**config.mk**
```make
export PLATFORM = sky130hd
export DESIGN_NAME = mst_pref_sch
export DESIGN_NICKNAME = d
export VERILOG_FILES = /design/src/rtl/mst_pref_pkg.sv /design/src/rtl/mst_rr_arb4.sv /design/src/rtl/mst_pref_sch.sv
export SDC_FILE = /design/constraint.sdc
export NUM_CORES = 1
export LEC_CHECK = 0
export BUFFER_PORTS_ARGS = -buffer_cell sky130_fd_sc_hd__buf_2
export CAP_MARGIN = 20
export CORE_UTILIZATION = 40
export DETAILED_ROUTE_END_ITERATION = 7
export PLACE_DENSITY = 0.68
export SETUP_SLACK_MARGIN = 0.1
export SLEW_MARGIN = 20
export SYNTH_ARGS = -nofsm -noshare
export SYNTH_HDL_FRONTEND = slang
export SYNTH_SLANG_ARGS = --single-unit
```
**constraint.sdc**
```tcl
create_clock -name clk -period 5.3 [get_ports clk]
set_clock_uncertainty 0.15 [all_clocks]
set_input_delay 1.06 -clock clk [delete_from_list [all_inputs] [get_ports clk]]
set_output_delay 1.06 -clock clk [all_outputs]
set_load 0.005 [all_outputs]
```
**src/rtl/mst_pref_pkg.sv**
```systemverilog
// -----------------------------------------------------------------------------
// mst_pref_pkg
// Shared definitions for the FT600 master-path pre-fetch scheduler and the
// round-robin arbiter it uses. Also imported by the receive-side scheduler.
//   state_t       : scheduler FSM state encoding
//   CHNBIT, NCHN  : channel index width and channel count
//   *_DEF         : default fill length, burst length and counter width
// -----------------------------------------------------------------------------
package mst_pref_pkg;

    localparam int CHNBIT       = 2;
    localparam int NCHN         = 4;
    localparam int FILL_CYC_DEF = 4;
    localparam int BURST_DEF    = 4;
    localparam int CNTBIT_DEF   = 3;

    typedef enum logic [2:0] {
        ST_IDLE   = 3'd0,
        ST_ARB    = 3'd1,
        ST_FILL   = 3'd2,
        ST_SETTLE = 3'd3,
        ST_XFER   = 3'd4,
        ST_GAP    = 3'd5
    } state_t;

endpackage

```
**src/rtl/mst_rr_arb4.sv**
```systemverilog
// -----------------------------------------------------------------------------
// mst_rr_arb4
// Purely combinational 4-way round-robin arbiter. Scans req upward starting
// at the channel after rrptr, wrapping around, and grants the first set bit.
// rrptr itself is checked last, so the last winner has lowest priority.
//   req     in  4  request vector
//   rrptr   in  2  index of the most recent grant
//   gnt_vld out 1  at least one request is set
//   gnt_idx out 2  granted channel (rrptr when gnt_vld is 0)
// -----------------------------------------------------------------------------
module mst_rr_arb4
    import mst_pref_pkg::*;
(
    input  logic [NCHN-1:0]   req,
    input  logic [CHNBIT-1:0] rrptr,
    output logic              gnt_vld,
    output logic [CHNBIT-1:0] gnt_idx
);

    logic [CHNBIT-1:0] idx;

    always_comb begin
        gnt_vld = 1'b0;
        gnt_idx = rrptr;
        idx     = '0;
        for (int k = 1; k <= NCHN; k++) begin
            // Two-bit addition wraps naturally across the four channels.
            idx = rrptr + CHNBIT'(k);
            if (!gnt_vld && req[idx]) begin
                gnt_vld = 1'b1;
                gnt_idx = idx;
            end
        end
    end

endmodule

```
**src/rtl/mst_pref_sch.sv**
```systemverilog
// -----------------------------------------------------------------------------
// mst_pref_sch
// Pre-fetch channel scheduler for the FT600 master path. Picks which of the
// four streaming channels owns the pre-fetch buffer (round-robin among
// enabled & requesting channels), runs a fixed-length fill phase (prefena),
// one settle cycle, then a bounded drain burst (prefreq) to the transmitter.
//
// Handshake: txvld (== prefreq) is only raised when txrdy is already high,
// so every cycle with txvld = 1 is a completed word transfer; the buffer
// read is same-cycle with data valid while prefreq is high.
//
// Ports:
//   clk, rst      clock and synchronous active-high reset
//   chnena[3:0]   per-channel enable
//   txreq[3:0]    per-channel transmit request
//   txrdy         transmitter can take a word this cycle
//   prefnempt[3:0] per-channel buffer not-empty
//   prefchn[1:0]  registered channel select to the buffer
//   prefena       registered fill enable
//   prefreq       combinational read strobe
//   txvld         word valid (equals prefreq)
//   txlast        last word of a full-length burst
//   txchn[1:0]    channel of the current word (equals prefchn)
//   busy          FSM not in IDLE
//   dbg_state[2:0] current FSM state (state_t encoding)
// -----------------------------------------------------------------------------
module mst_pref_sch
    import mst_pref_pkg::*;
#(
    parameter int FILL_CYC = FILL_CYC_DEF,
    parameter int BURST    = BURST_DEF,
    parameter int CNTBIT   = CNTBIT_DEF
) (
    input  logic              clk,
    input  logic              rst,
    input  logic [NCHN-1:0]   chnena,
    input  logic [NCHN-1:0]   txreq,
    input  logic              txrdy,
    input  logic [NCHN-1:0]   prefnempt,
    output logic [CHNBIT-1:0] prefchn,
    output logic              prefena,
    output logic              prefreq,
    output logic              txvld,
    output logic              txlast,
    output logic [CHNBIT-1:0] txchn,
    output logic              busy,
    output logic [2:0]        dbg_state
);

    localparam logic [CNTBIT-1:0] FILL_LAST  = CNTBIT'(FILL_CYC - 1);
    localparam logic [CNTBIT-1:0] BURST_LAST = CNTBIT'(BURST - 1);

    state_t            state_q, state_d;
    logic [CHNBIT-1:0] prefchn_q, prefchn_d;
    logic [CHNBIT-1:0] rrptr_q, rrptr_d;
    logic [CNTBIT-1:0] fcnt_q, fcnt_d;
    logic [CNTBIT-1:0] bcnt_q, bcnt_d;
    logic              prefena_q;

    logic [NCHN-1:0]   req;
    logic              gnt_vld;
    logic [CHNBIT-1:0] gnt_idx;
    logic              cur_nempt;
    logic              cur_req;
    logic              rd;

    assign req       = chnena & txreq;
    assign cur_nempt = prefnempt[prefchn_q];
    assign cur_req   = req[prefchn_q];

    mst_rr_arb4 u_arb (
        .req     (req),
        .rrptr   (rrptr_q),
        .gnt_vld (gnt_vld),
        .gnt_idx (gnt_idx)
    );

    always_comb begin
        state_d   = state_q;
        prefchn_d = prefchn_q;
        rrptr_d   = rrptr_q;
        fcnt_d    = fcnt_q;
        bcnt_d    = bcnt_q;
        rd        = 1'b0;

        unique case (state_q)
            ST_IDLE: begin
                if (|req) state_d = ST_ARB;
            end
            ST_ARB: begin
                // Request may have vanished between IDLE/GAP and here.
                if (gnt_vld) begin
                    prefchn_d = gnt_idx;
                    rrptr_d   = gnt_idx;
                    fcnt_d    = '0;
                    bcnt_d    = '0;
                    state_d   = ST_FILL;
                end else begin
                    state_d   = ST_IDLE;
                end
            end
            ST_FILL: begin
                if (fcnt_q == FILL_LAST) state_d = ST_SETTLE;
                else                     fcnt_d  = fcnt_q + CNTBIT'(1);
            end
            ST_SETTLE: begin
                // prefchn held one more cycle for the buffer's delayed write.
                state_d = ST_XFER;
            end
            ST_XFER: begin
                rd = txrdy & cur_nempt & cur_req;
                if (rd) begin
                    // Last word leaves the counter at BURST-1; it is cleared at ARB.
                    if (bcnt_q == BURST_LAST) state_d = ST_GAP;
                    else                      bcnt_d  = bcnt_q + CNTBIT'(1);
                end else if (!cur_nempt || !cur_req) begin
                    state_d = ST_GAP;
                end
            end
            ST_GAP: begin
                state_d = (|req) ? ST_ARB : ST_IDLE;
            end
            default: begin
                state_d = ST_IDLE;
            end
        endcase
    end

    always_ff @(posedge clk) begin
        if (rst) begin
            state_q   <= ST_IDLE;
            prefchn_q <= '0;
            rrptr_q   <= CHNBIT'(NCHN - 1);
            fcnt_q    <= '0;
            bcnt_q    <= '0;
            prefena_q <= 1'b0;
        end else begin
            state_q   <= state_d;
            prefchn_q <= prefchn_d;
            rrptr_q   <= rrptr_d;
            fcnt_q    <= fcnt_d;
            bcnt_q    <= bcnt_d;
            // Registered so prefena is high exactly while the FSM sits in FILL.
            prefena_q <= (state_d == ST_FILL);
        end
    end

    assign prefchn   = prefchn_q;
    assign txchn     = prefchn_q;
    assign prefena   = prefena_q;
    assign prefreq   = rd;
    assign txvld     = rd;
    assign txlast    = rd && (bcnt_q == BURST_LAST);
    assign busy      = (state_q != ST_IDLE);
    assign dbg_state = state_q;

endmodule

```
Word-level counts from Yosys, hierarchy flattened --
Index checks and enable logic that the tools add are counted.
Word-level totals: register bits after elaboration 14, input port bits 15, output and inout bits 12, logic and storage cells 84
Operators by class: add/subtract/negate cells 5, magnitude comparators 5, eq/ne operators 12, multiplexer cells 35, bitwise operators 3, reduce and logical (&&, ||, !) cells 18
Operator list (number):
- $mux 3 | 9
- $pmux 3 s6 | 1
- $eq 3x2->1 const B | 5
- $lt 2x3->1 const B | 5
- $bmux 1 s2 | 6
- $mux 1 | 12
- $pmux 3 s2 | 2
- $mux 2 | 5
- $ne 2x2->1 const B | 4
- $add 3x1->3 const B | 2
- $eq 3x3->1 const B | 2
- $logic_not 1->1 | 5
- $add 2x2->2 const B | 2
- $and 4x4->4 | 1
- $logic_and 1x1->1 | 4
- $reduce_and 4->1 | 1
- $reduce_bool 2->1 | 2
- $reduce_or 4->1 | 1
- $eq 3x1->1 const B | 1
- $logic_not 3->1 | 1
- $reduce_and 3->1 | 1
- $reduce_bool 3->1 | 1
- $add 2x1->2 const B | 1
- $and 1x1->1 | 2
- other kinds (2) | 2

Depth between registers and ports, before layout --
depth in word-level cells 16, depth in mapped cells 7, gate-level depth less buffers 6

Cells and area by module --
Synthesis repeated with hierarchy kept, for this count alone.
Second synthesis, totals: cells, all modules 115, area total of the unflattened synthesis 940.9 sq um
Modules (own cells, without submodules):
- mst_pref_sch | instances 1, cells each 101, area an instance 858.3 sq um, sequential area each 280.3 sq um
- mst_rr_arb4 | instances 1, cells each 14, area an instance 82.6 sq um, sequential area each 0.0 sq um

Worst setup path before layout --
Ideal clock, no wire load.
kind input to output, from in prefnempt[0], to out txvld, data arrival time 1.617 ns, data required time 4.090 ns, setup slack 2.473 ns, cell stages on the path 5, path buffers 1, cells stage by stage nand4b_1 nand3_1 nand2_1 nor2_1 buf_4
Between the ends: word-level cells in the longest chain between the ends 5
Ends and longest elaborated chain:
- from (decl) | RTL line mst_pref_sch.sv:39 | input logic [NCHN-1:0] prefnempt,
- $bmux 1 s2 | RTL line mst_pref_sch.sv:68 | assign cur_nempt = prefnempt[prefchn_q];
- $mux 1 (not written as such) | RTL line mst_pref_sch.sv:68
- $and 1x1->1 (2 in a row) | RTL line mst_pref_sch.sv:111 | rd = txrdy & cur_nempt & cur_req;
- $mux 1 | RTL line mst_pref_sch.sv:86 | unique case (state_q)
- to (decl) | RTL line mst_pref_sch.sv:43 | output logic txvld,
No other way between the ends. The select of a mux whose other input is x is not followed.

Worst setup path after layout --
from in txreq[1], to out txlast
Between the ends: word-level cells in the longest chain between the ends 6
Ends and longest elaborated chain:
- from (decl) | RTL line mst_pref_sch.sv:37 | input logic [NCHN-1:0] txreq,
- $and 4x4->4 | RTL line mst_pref_sch.sv:67 | assign req = chnena & txreq;
- $bmux 1 s2 | RTL line mst_pref_sch.sv:69 | assign cur_req = req[prefchn_q];
- $mux 1 (not written as such) | RTL line mst_pref_sch.sv:69
- $and 1x1->1 | RTL line mst_pref_sch.sv:111
- $mux 1 | RTL line mst_pref_sch.sv:86
- $logic_and 1x1->1 | RTL line mst_pref_sch.sv:153 | assign txlast = rd && (bcnt_q == BURST_LAST);
- to (decl) | RTL line mst_pref_sch.sv:44 | output logic txlast,
No other way between the ends. The select of a mux whose other input is x is not followed.

==> results.cfg <==
[routing]
drc = 0
avgViaCountPerCell = 5.63
via_count = 907
final_antenna_net_count = 0
firstDrtPassIters = 4
drt_first_iter_violations = 26
wl_mm = 1.98
wl_per_cell_um = 12.3

[timing]
max_freq_mhz = 328
finalSetupTns_ns = 0
setup_violations = 0
timing.final.crit_share = 0.575
period_needed_ns = 3.05
slew_viol_final = 0
setup_ws_ns = 2.25
relSlewSlack = 0.621
finalHoldViolations = 0
worstMarginPinSlew_ns = 0.565
rsz0062_at_grt = false

[global_routing]
grt_pass1_wl_mm = 3.36
grt_pass1_vias = 809
overflow = 0
grt_util_all_layers = 0.176
grt_max_degree = 15
antenna_found_initial = 0

[cts]
tritoncts = yes
cts.htree.levels = 1
clkLatencyLatePin_ns = 0.28
root_buffer = clkbuf_4
clk_pin_slew_ns = 0.08
clockBufferDepth = 2
hold_buffers = 0
post_cts_buffers = 0
cts_made_buffers = 3
cts_resized = 0
clock-sinks = 14

[worst_setup_path]
r2r_cells = 4
startpoint = txreq[1]
required_ns = 4.09
cp-start-kind = input pin
arrival_ns = 1.84
endpoint_kind = output port
r2r-start = dbg_state[2]
critPathCapture = txlast
timing.setup.critical_path_class = in2out
reg2reg_setup_slack_ns = 3.26
timing.rr.end = bcnt_q[0]
crit_fanout = 6

[floorplanning]
dieWidth_um = 49.9
start_util = 0.445
fp.dieH_um = 49.9
core-area_um2 = 2060
rows = 16
io_pins = 27
die_area_um2 = 2490

[hold_path]
hp-start = fcnt_q[1]
hp-class = reg2reg

[run]
drv_cap = 0

[power_and_ir_drop]
powerDensity_nw_per_um2 = 242
finalPower_mw = 0.258
ir_drop_mv = 0.209
leakage_nw = 0.469

[synth]
synth_seq_cells = 14
syn_nets = 131
synthDistinctLibCells = 40
syn_inst = 112
synth_edf_count = 0
synthArstFlopShare = 0
synth_flop_cell = dfxtp_1
synth_area_per_cell_um2 = 8.20
synth_area_um2 = 918
yosysSeqAreaShare = 0.305
yosysWarnings = 0

[layout]
drive_gt1_frac = 0.239
final_net_count = 154
fin_util = 0.518
diodes = 0
area_delta_synth_final_pct = 16.2

[placed_design]
gp_congestion = 0.855
place_ws_ns = 2.27
hpwl_mm = 1.50
io_buffer_count = 26

[outcome]
outcome = finished, final reports clean
[per-stage QoR]
step | cell area [µm²] | hold WS (ns) | cells
global placement | 1030 | 0.310 | 157
detailed placement | 1030 | 0.318 | 157
finish | 1070 | 0.336 | 161
CTS | 1070 | 0.331 | 161
floorplan | 918 | 0.302 | 112
global route | 1070 | 0.366 | 161
[worst max-delay path, cell delays in order]
cell	delay [ns]
buf_2	0.14
nand4_1	0.14
nand3_1	0.12
nand2_1	0.09
nor3_1	0.16
buf_2	0.13
[registers in the layout, indices dropped and copies added (netlist names)]
name	count
bcnt_q	3
dbg_state	3
fcnt_q	3
prefchn	2
rrptr_q	2
prefena	1
[cell type report]
cell class	count	area [µm²]
timing repair buffer	26	130
inverter	8	30.0
fill	193	995
tap	27	33.8
clock buffer	4	36.3
sequential	14	280
multi-input combinational	82	557
[logic make-up after synthesis]
group                      synth area share
xor gates and xnor gates            0.00954
muxes                                0.0354
buffers and inverters                0.0886
AOI/OAI and AO/OA                     0.223
DFF                                   0.305
and+or+nand+nor                       0.283
adders and majority gates            0.0545
[routing by layer]
layer,share of wire,track usage,wire (µm),vias to the layer above
met3,0.075,0.0556,149,2
met5,0,0,0,-
li1,-,-,-,460
met4,0.0040,0.0381,8,0
met2,0.47,0.300,927,36
met1,0.45,0.214,899,409
[Yosys cell counts, types with 2 or more instances]
library cell	number	area [µm²]
a2111oi_1	2	20.0
a211oi_1	4	30.0
a21oi_1	7	35.0
a22oi_1	2	15.0
a31oi_1	2	12.5
buf_2	2	10.0
buf_4	3	22.5
clkbuf_1	2	7.51
dfxtp_1	14	280
ha_1	4	50.1
inv_1	8	30.0
mux2_1	2	22.5
nand2_1	8	30.0
nand2b_1	2	12.5
nand3_1	7	35.0
nand3b_1	2	15.0
nand4_1	2	12.5
nand4b_1	3	26.3
nor2_1	11	41.3
nor3_1	2	10.0
o211ai_1	2	15.0
o21ai_0	3	15.0
[power by group]
| group | internal [mW] | switching (mW) |
|---|---|---|
| clock | 0.0418 | 0.0351 |
| combinational | 0.0283 | 0.0291 |
| sequential | 0.112 | 0.0116 |
| total | 0.182 | 0.0758 |
[how the worst min path moves through the flow]
stage / end / slack (ns) / cells past startpoint
after floorplan: fcnt_q[1] / 0.30 / 2
after global placement: bcnt_q[1] / 0.31 / 2
after detailed placement: fcnt_q[1] / 0.32 / 2
after CTS: fcnt_q[1] / 0.33 / 2
after global routing: bcnt_q[1] / 0.37 / 2
final: fcnt_q[1] / 0.34 / 2
[cells in the final DEF (no fill, tap or decap)]
| cell type | instances |
|---|---|
| a2111oi_1 | 2 |
| a211o_1 | 1 |
| a211oi_1 | 4 |
| a21boi_0 | 1 |
| a21oi_1 | 7 |
| a22o_1 | 1 |
| a22oi_1 | 2 |
| a2bb2oi_1 | 1 |
| a31oi_1 | 2 |
| a32o_1 | 1 |
| a41o_1 | 1 |
| a41oi_1 | 1 |
| and3_1 | 1 |
| and3b_1 | 1 |
| buf_2 | 26 |
| clkbuf_4 | 3 |
| clkbuf_8 | 1 |
| dfxtp_1 | 14 |
| ha_1 | 4 |
| inv_1 | 8 |
| mux2_1 | 2 |
| mux2i_1 | 1 |
| nand2_1 | 8 |
| nand2b_1 | 2 |
| nand3_1 | 7 |
| nand3b_1 | 2 |
| nand4_1 | 2 |
| nand4b_1 | 3 |
| nand4bb_4 | 1 |
| nor2_1 | 11 |
| nor3_1 | 2 |
| nor4_1 | 1 |
| o211ai_1 | 2 |
| o21ai_0 | 3 |
| or2_0 | 1 |
| or2_2 | 1 |
| or3_1 | 1 |
| or4b_1 | 1 |
| xnor2_1 | 1 |
No activity file was read; power rests on OpenSTA's default activity.
